===== config.mk =====
export PLATFORM = sky130hd
export DESIGN_NAME = hazard_scoreboard_flat
export DESIGN_NICKNAME = d
export VERILOG_FILES = /design/src/rtl/hazard_pkg.sv /design/src/rtl/hazard_scoreboard_if.sv /design/src/rtl/hazard_match.sv /design/src/rtl/hazard_scoreboard.sv /design/src/flat_wrapper.sv
export SDC_FILE = /design/constraint.sdc
export NUM_CORES = 1
export LEC_CHECK = 0
export CORE_MARGIN = 2
export CORE_UTILIZATION = 48
export CTS_CLUSTER_DIAMETER = 120
export DETAILED_ROUTE_END_ITERATION = 8
export GPL_ROUTABILITY_DRIVEN = 0
export MAX_ROUTING_LAYER = met4
export PLACE_DENSITY = 0.81
export REMOVE_ABC_BUFFERS = 1
export SKIP_LAST_GASP = 1
export SYNTH_ARGS = -nofsm -noshare
export SYNTH_HDL_FRONTEND = slang
export SYNTH_HIERARCHICAL = 1
export SYNTH_SLANG_ARGS = --single-unit

===== constraint.sdc =====
create_clock -name CLK -period 4.7 [get_ports CLK]
set_input_delay 1.41 -clock CLK [delete_from_list [all_inputs] [get_ports CLK]]
set_output_delay 1.41 -clock CLK [all_outputs]
set_load 0.005 [all_outputs]

===== src/rtl/hazard_pkg.sv =====
// Shared opcodes, scoreboard entry type and the source/destination usage decoder
// for the OTTER decode-stage hazard unit.
package hazard_pkg;

    localparam logic [6:0] OP_LOAD   = 7'b0000011;
    localparam logic [6:0] OP_STORE  = 7'b0100011;
    localparam logic [6:0] OP_BRANCH = 7'b1100011;
    localparam logic [6:0] OP_OP     = 7'b0110011;
    localparam logic [6:0] OP_LUI    = 7'b0110111;
    localparam logic [6:0] OP_AUIPC  = 7'b0010111;
    localparam logic [6:0] OP_JAL    = 7'b1101111;

    typedef struct packed {
        logic       valid;
        logic [4:0] rd;
        logic       is_load;
    } sb_entry_t;

    typedef struct packed {
        logic uses_rs1;
        logic uses_rs2;
        logic writes_rd;
        logic is_load;
    } dec_use_t;

    function automatic dec_use_t decode_use(input logic [31:0] ir);
        dec_use_t   u;
        logic [6:0] op;
        op          = ir[6:0];
        u.uses_rs1  = !(op == OP_LUI || op == OP_AUIPC || op == OP_JAL);
        u.uses_rs2  = (op == OP_BRANCH || op == OP_STORE || op == OP_OP);
        u.writes_rd = !(op == OP_BRANCH || op == OP_STORE) && (ir[11:7] != 5'd0);
        u.is_load   = (op == OP_LOAD);
        return u;
    endfunction

endpackage


===== src/rtl/hazard_scoreboard_if.sv =====
// Decode-side handshake between the OTTER decode stage and the hazard scoreboard.
interface hazard_scoreboard_if #(
    parameter int NUM_STAGES = 3,
    parameter int CNT_W      = 32
);
    localparam int FWD_W = $clog2(NUM_STAGES + 1);

    logic              dec_valid;
    logic [31:0]       dec_ir;
    logic              flush;
    logic              stall;
    logic              bubble;
    logic [FWD_W-1:0]  fwd_rs1;
    logic [FWD_W-1:0]  fwd_rs2;
    logic [CNT_W-1:0]  stall_cycles;

    modport master (
        output dec_valid, dec_ir, flush,
        input  stall, bubble, fwd_rs1, fwd_rs2, stall_cycles
    );

    modport slave (
        input  dec_valid, dec_ir, flush,
        output stall, bubble, fwd_rs1, fwd_rs2, stall_cycles
    );

endinterface


===== src/rtl/hazard_match.sv =====
// Combinational compare of one source register against the in-flight shadow;
// reports a hit, the youngest matching stage and whether that entry is a load.
module hazard_match
    import hazard_pkg::*;
#(
    parameter int NUM_STAGES       = 3,
    parameter int WB_WRITE_THROUGH = 1
) (
    input  logic [4:0]                          src,
    input  logic                                src_used,
    input  sb_entry_t [NUM_STAGES-1:0]          shadow,
    output logic                                hit,
    output logic [$clog2(NUM_STAGES + 1)-1:0]   idx,
    output logic                                hit_load
);
    localparam int IDX_W   = $clog2(NUM_STAGES + 1);
    localparam int LAST_HZ = (WB_WRITE_THROUGH != 0) ? NUM_STAGES - 2 : NUM_STAGES - 1;

    always_comb begin
        hit      = 1'b0;
        idx      = '0;
        hit_load = 1'b0;
        // Scan oldest to youngest so the youngest match is the one left standing
        for (int i = NUM_STAGES - 1; i >= 0; i--) begin
            if (i <= LAST_HZ && src_used && src != 5'd0 &&
                shadow[i].valid && shadow[i].rd == src) begin
                hit      = 1'b1;
                idx      = IDX_W'(i);
                hit_load = shadow[i].is_load;
            end
        end
    end

endmodule


===== src/rtl/hazard_scoreboard.sv =====
// Decode-stage data-hazard scoreboard: shadow of in-flight destinations, stall/bubble
// generation and stall-cycle counter. Define HZD_FORWARDING_EN for forwarding selects.
module hazard_scoreboard
    import hazard_pkg::*;
#(
    parameter int NUM_STAGES       = 3,
    parameter int WB_WRITE_THROUGH = 1,
    parameter int CNT_W            = 32
) (
    input  logic               CLK,
    input  logic               RST_N,
    hazard_scoreboard_if.slave hz
);
    localparam int FWD_W = $clog2(NUM_STAGES + 1);

    sb_entry_t [NUM_STAGES-1:0] shadow;
    sb_entry_t                  new_entry;
    dec_use_t                   use_d;
    logic                       issue;
    logic                       stall_c;
    logic                       hit_rs1, hit_rs2;
    logic                       load_rs1, load_rs2;
    logic [FWD_W-1:0]           idx_rs1, idx_rs2;
    logic [FWD_W-1:0]           fwd_rs1_c, fwd_rs2_c;
    logic [CNT_W-1:0]           cnt_q;

    function automatic logic [CNT_W-1:0] sat_inc(input logic [CNT_W-1:0] v);
        return (&v) ? v : v + CNT_W'(1);
    endfunction

    assign use_d = decode_use(hz.dec_ir);

    hazard_match #(
        .NUM_STAGES       (NUM_STAGES),
        .WB_WRITE_THROUGH (WB_WRITE_THROUGH)
    ) u_match_rs1 (
        .src      (hz.dec_ir[19:15]),
        .src_used (use_d.uses_rs1),
        .shadow   (shadow),
        .hit      (hit_rs1),
        .idx      (idx_rs1),
        .hit_load (load_rs1)
    );

    hazard_match #(
        .NUM_STAGES       (NUM_STAGES),
        .WB_WRITE_THROUGH (WB_WRITE_THROUGH)
    ) u_match_rs2 (
        .src      (hz.dec_ir[24:20]),
        .src_used (use_d.uses_rs2),
        .shadow   (shadow),
        .hit      (hit_rs2),
        .idx      (idx_rs2),
        .hit_load (load_rs2)
    );

`ifdef HZD_FORWARDING_EN
    logic load_use;

    // Only a load still in EX cannot be forwarded in time
    assign load_use  = (hit_rs1 && idx_rs1 == '0 && load_rs1) ||
                       (hit_rs2 && idx_rs2 == '0 && load_rs2);
    assign stall_c   = hz.dec_valid && !hz.flush && load_use;
    assign fwd_rs1_c = (stall_c || !hit_rs1) ? '0 : idx_rs1 + FWD_W'(1);
    assign fwd_rs2_c = (stall_c || !hit_rs2) ? '0 : idx_rs2 + FWD_W'(1);
`else
    logic unused_match;

    assign unused_match = ^{idx_rs1, idx_rs2, load_rs1, load_rs2};
    assign stall_c      = hz.dec_valid && !hz.flush && (hit_rs1 || hit_rs2);
    assign fwd_rs1_c    = '0;
    assign fwd_rs2_c    = '0;
`endif

    assign issue = hz.dec_valid && !stall_c && !hz.flush;

    always_comb begin
        new_entry = '0;
        if (issue) begin
            new_entry.valid   = use_d.writes_rd;
            new_entry.rd      = hz.dec_ir[11:7];
            new_entry.is_load = use_d.is_load;
        end
    end

    // Shadow shift EX -> WB and stall-cycle counter
    always_ff @(posedge CLK or negedge RST_N) begin
        if (!RST_N) begin
            shadow <= '0;
            cnt_q  <= '0;
        end else begin
            shadow[0] <= new_entry;
            for (int i = 1; i < NUM_STAGES; i++) begin
                shadow[i] <= shadow[i-1];
            end
            if (stall_c) begin
                cnt_q <= sat_inc(cnt_q);
            end
        end
    end

    assign hz.stall        = stall_c;
    assign hz.bubble       = stall_c || hz.flush;
    assign hz.fwd_rs1      = fwd_rs1_c;
    assign hz.fwd_rs2      = fwd_rs2_c;
    assign hz.stall_cycles = cnt_q;

endmodule


===== src/flat_wrapper.sv =====
// flat-port wrapper written by rule: the top's interface ports become plain ports
module hazard_scoreboard_flat import hazard_pkg::*;
#(
    parameter int NUM_STAGES       = 3,
    parameter int WB_WRITE_THROUGH = 1,
    parameter int CNT_W            = 32
)
  (CLK, RST_N, hz_dec_valid, hz_dec_ir, hz_flush, hz_stall, hz_bubble, hz_fwd_rs1, hz_fwd_rs2, hz_stall_cycles);
  hazard_scoreboard_if #(.NUM_STAGES(NUM_STAGES), .CNT_W(CNT_W)) hz_i ();
  input  logic CLK;
  input  logic RST_N;
  input wire logic [$bits(hz_i.dec_valid)-1:0] hz_dec_valid;
  input wire logic [$bits(hz_i.dec_ir)-1:0] hz_dec_ir;
  input wire logic [$bits(hz_i.flush)-1:0] hz_flush;
  output wire logic [$bits(hz_i.stall)-1:0] hz_stall;
  output wire logic [$bits(hz_i.bubble)-1:0] hz_bubble;
  output wire logic [$bits(hz_i.fwd_rs1)-1:0] hz_fwd_rs1;
  output wire logic [$bits(hz_i.fwd_rs2)-1:0] hz_fwd_rs2;
  output wire logic [$bits(hz_i.stall_cycles)-1:0] hz_stall_cycles;
  assign hz_i.dec_valid = hz_dec_valid;
  assign hz_i.dec_ir = hz_dec_ir;
  assign hz_i.flush = hz_flush;
  assign hz_stall = hz_i.stall;
  assign hz_bubble = hz_i.bubble;
  assign hz_fwd_rs1 = hz_i.fwd_rs1;
  assign hz_fwd_rs2 = hz_i.fwd_rs2;
  assign hz_stall_cycles = hz_i.stall_cycles;
  hazard_scoreboard #(.NUM_STAGES(NUM_STAGES), .WB_WRITE_THROUGH(WB_WRITE_THROUGH), .CNT_W(CNT_W)) u_core (.CLK(CLK), .RST_N(RST_N), .hz(hz_i));
endmodule

==> flow_summary.json <==
{
  "antenna_left": 0,
  "finalWorstSetupSlack_ns": 0.03561,
  "clk_pin_slew_ns": 0.08,
  "maxCapViolCount": 0,
  "layout-drive-gt1-share": 0.1935,
  "crit_path_end_kind": "primary output",
  "crit_type": "in -> out",
  "path_delay_family": "simple AND/OR/NAND/NOR gates",
  "max_freq_mhz": 214.4,
  "worstPathMaxFanout": 2,
  "tritoncts": "done",
  "hold_class": "reg -> reg",
  "hold_slack_ns": 0.4202,
  "status": "finished clean",
  "critical_path.max_stage_delay_ns": 0.55,
  "syn_area_um2": 2297,
  "power_density_nw_per_um2": 237.0,
  "fp.dieArea_um2": 5355,
  "die_x_um": 73.18,
  "crit_path_frequent_cell": "buf_6",
  "critPathRequiredTime_ns": 3.29,
  "start_util": 0.4929,
  "peakVddDrop_uv": 190.5,
  "grt_max_degree": 45,
  "fin_crit_sh": 0.9924,
  "place_area_um2": 3039,
  "cp.arrival_ns": 3.25,
  "final_cell_area_um2": 3278,
  "io_pins": 74,
  "vias": 1917,
  "ys_warn_count": 6,
  "totalWireLength_mm": 5.407,
  "timing.setup.tns_ns": 0,
  "post-route-util": 0.7034,
  "syn_inst": 221,
  "first_iter_violations": 59,
  "stdcell_count": 364,
  "power_mw": 0.7770,
  "layout.nets": 346,
  "cts_root_buf": "clkbuf_8",
  "antenna_found_initial": 0,
  "slew_viol_final": 0,
  "setup_viol": 0,
  "slew_headroom": 0.3763,
  "critical_path_buf_inv_count": 4,
  "drtPass1Iterations": 4,
  "wl_per_cell_um": 14.85,
  "globalRouteTotalUtil": 0.2205,
  "cts_buffers": 5,
  "cp_slowest_cell": "or4_4",
  "clock_latency_ns": 0.30,
  "start_kind": "input port",
  "ff2ff_setup_slack_ns": 1.72,
  "antenna_cells": 0,
  "io_buffers": 59,
  "vias_per_cell": 5.266,
  "dp.cells": 347,
  "pre_cts_ws_ns": -0.6417,
  "h-tree-depth": 2,
  "grt_pass1_wl_mm": 8.687,
  "rows": 25,
  "drc": 0,
  "path_cells": "clkdlybuf4s15_1 -> or4_4 -> o21ai_4 -> buf_6 -> nor3_2 -> nand2b_4 -> nor2_4 -> nor2_2 -> buf_4 -> or2_4 -> buf_6",
  "hold_violations": 0,
  "clock_skew_ns": 0.008380,
  "core_area_um2": 4661,
  "die_h_um": 73.18,
  "cts_sinks": 44,
  "tightest_slew_ns": 0.9356,
  "ctsHoldBuffers": 0,
  "cellLeakagePower_nw": 1.479,
  "dpl.hpwl_mm": 3.757,
  "syn_area_per_cell_um2": 10.39,
  "clk_path_buf_depth": 2,
  "overflow": 0,
  "area_growth_pct": 42.70,
  "grt_pass1_vias": 1900,
  "fin_crit_ns": 4.664
}
cell usage in the layout (no fill, tap or decap), types with 3 or more instances in the layout:
| cell type | count |
|---|---|
| and2_1 | 6 |
| and3_1 | 3 |
| buf_4 | 25 |
| buf_6 | 3 |
| clkbuf_8 | 6 |
| clkdlybuf4s15_1 | 7 |
| clkdlybuf4s50_1 | 39 |
| conb_1 | 4 |
| dfrtp_1 | 44 |
| dlygate4sd2_1 | 9 |
| inv_1 | 3 |
| nand2_1 | 21 |
| nand3_1 | 13 |
| nand4_1 | 13 |
| nor2_1 | 17 |
| nor3_1 | 10 |
| nor3_2 | 3 |
| or4b_4 | 3 |
| xnor2_1 | 29 |
| xor2_1 | 20 |
where the power goes:
part / internal [mW] / switching [mW] / total (mW)
combinational: 0.0450 / 0.0335 / 0.0785
sequential: 0.385 / 0.00753 / 0.393
clock: 0.174 / 0.132 / 0.306
flip-flops by register name, indices dropped and copies added, names as in the netlist:
name / flops
u_core/shadow: 12
u_core/hz.stall_cycles: 32
timing repair:
action	CTS	global route
pin swaps	13	11
endpoints found under the hold margin	0	0
gates resized for setup	37	12
buffers inserted	7	2
endpoints found under the setup margin	2	2
layer usage:
| metal | share of wire | vias up | wire, µm | GRT usage |
|---|---|---|---|---|
| li1 | - | 925 | - | - |
| met1 | 0.42 | 936 | 2263 | 0.2628 |
| met2 | 0.51 | 50 | 2768 | 0.3754 |
| met3 | 0.056 | 6 | 302 | 0.04144 |
| met4 | 0.013 | 0 | 72 | 0.07202 |
| met5 | 0 | - | 0 | - |
path summary, 6_finish.rpt:
| check | startpoint | to | depth (start not counted) |
|---|---|---|---|
| min reg2reg | u_core/shadow[6] | u_core/shadow[13] | 0 |
| max reg2reg | u_core/shadow[11] | u_core/hz.stall_cycles[25] | 12 |
| max | hz_dec_ir[23] | hz_bubble | 11 |
| min in group asynchronous | RST_N | u_core/hz.stall_cycles[23] | 1 |
| min | u_core/shadow[6] | u_core/shadow[13] | 0 |
| max in group asynchronous | RST_N | u_core/hz.stall_cycles[19] | 1 |
cell type report:
cell class	count	area, µm²
Sequential cell	44	1101
Inverter	3	11.26
Tap cell	54	67.56
Clock inverter	2	38.79
Clock buffer	6	82.58
Timing Repair Buffer	85	770.7
Multi-Input combinational cell	170	1206
Fill cell	350	1383
Power figures use the tool's default switching activity.
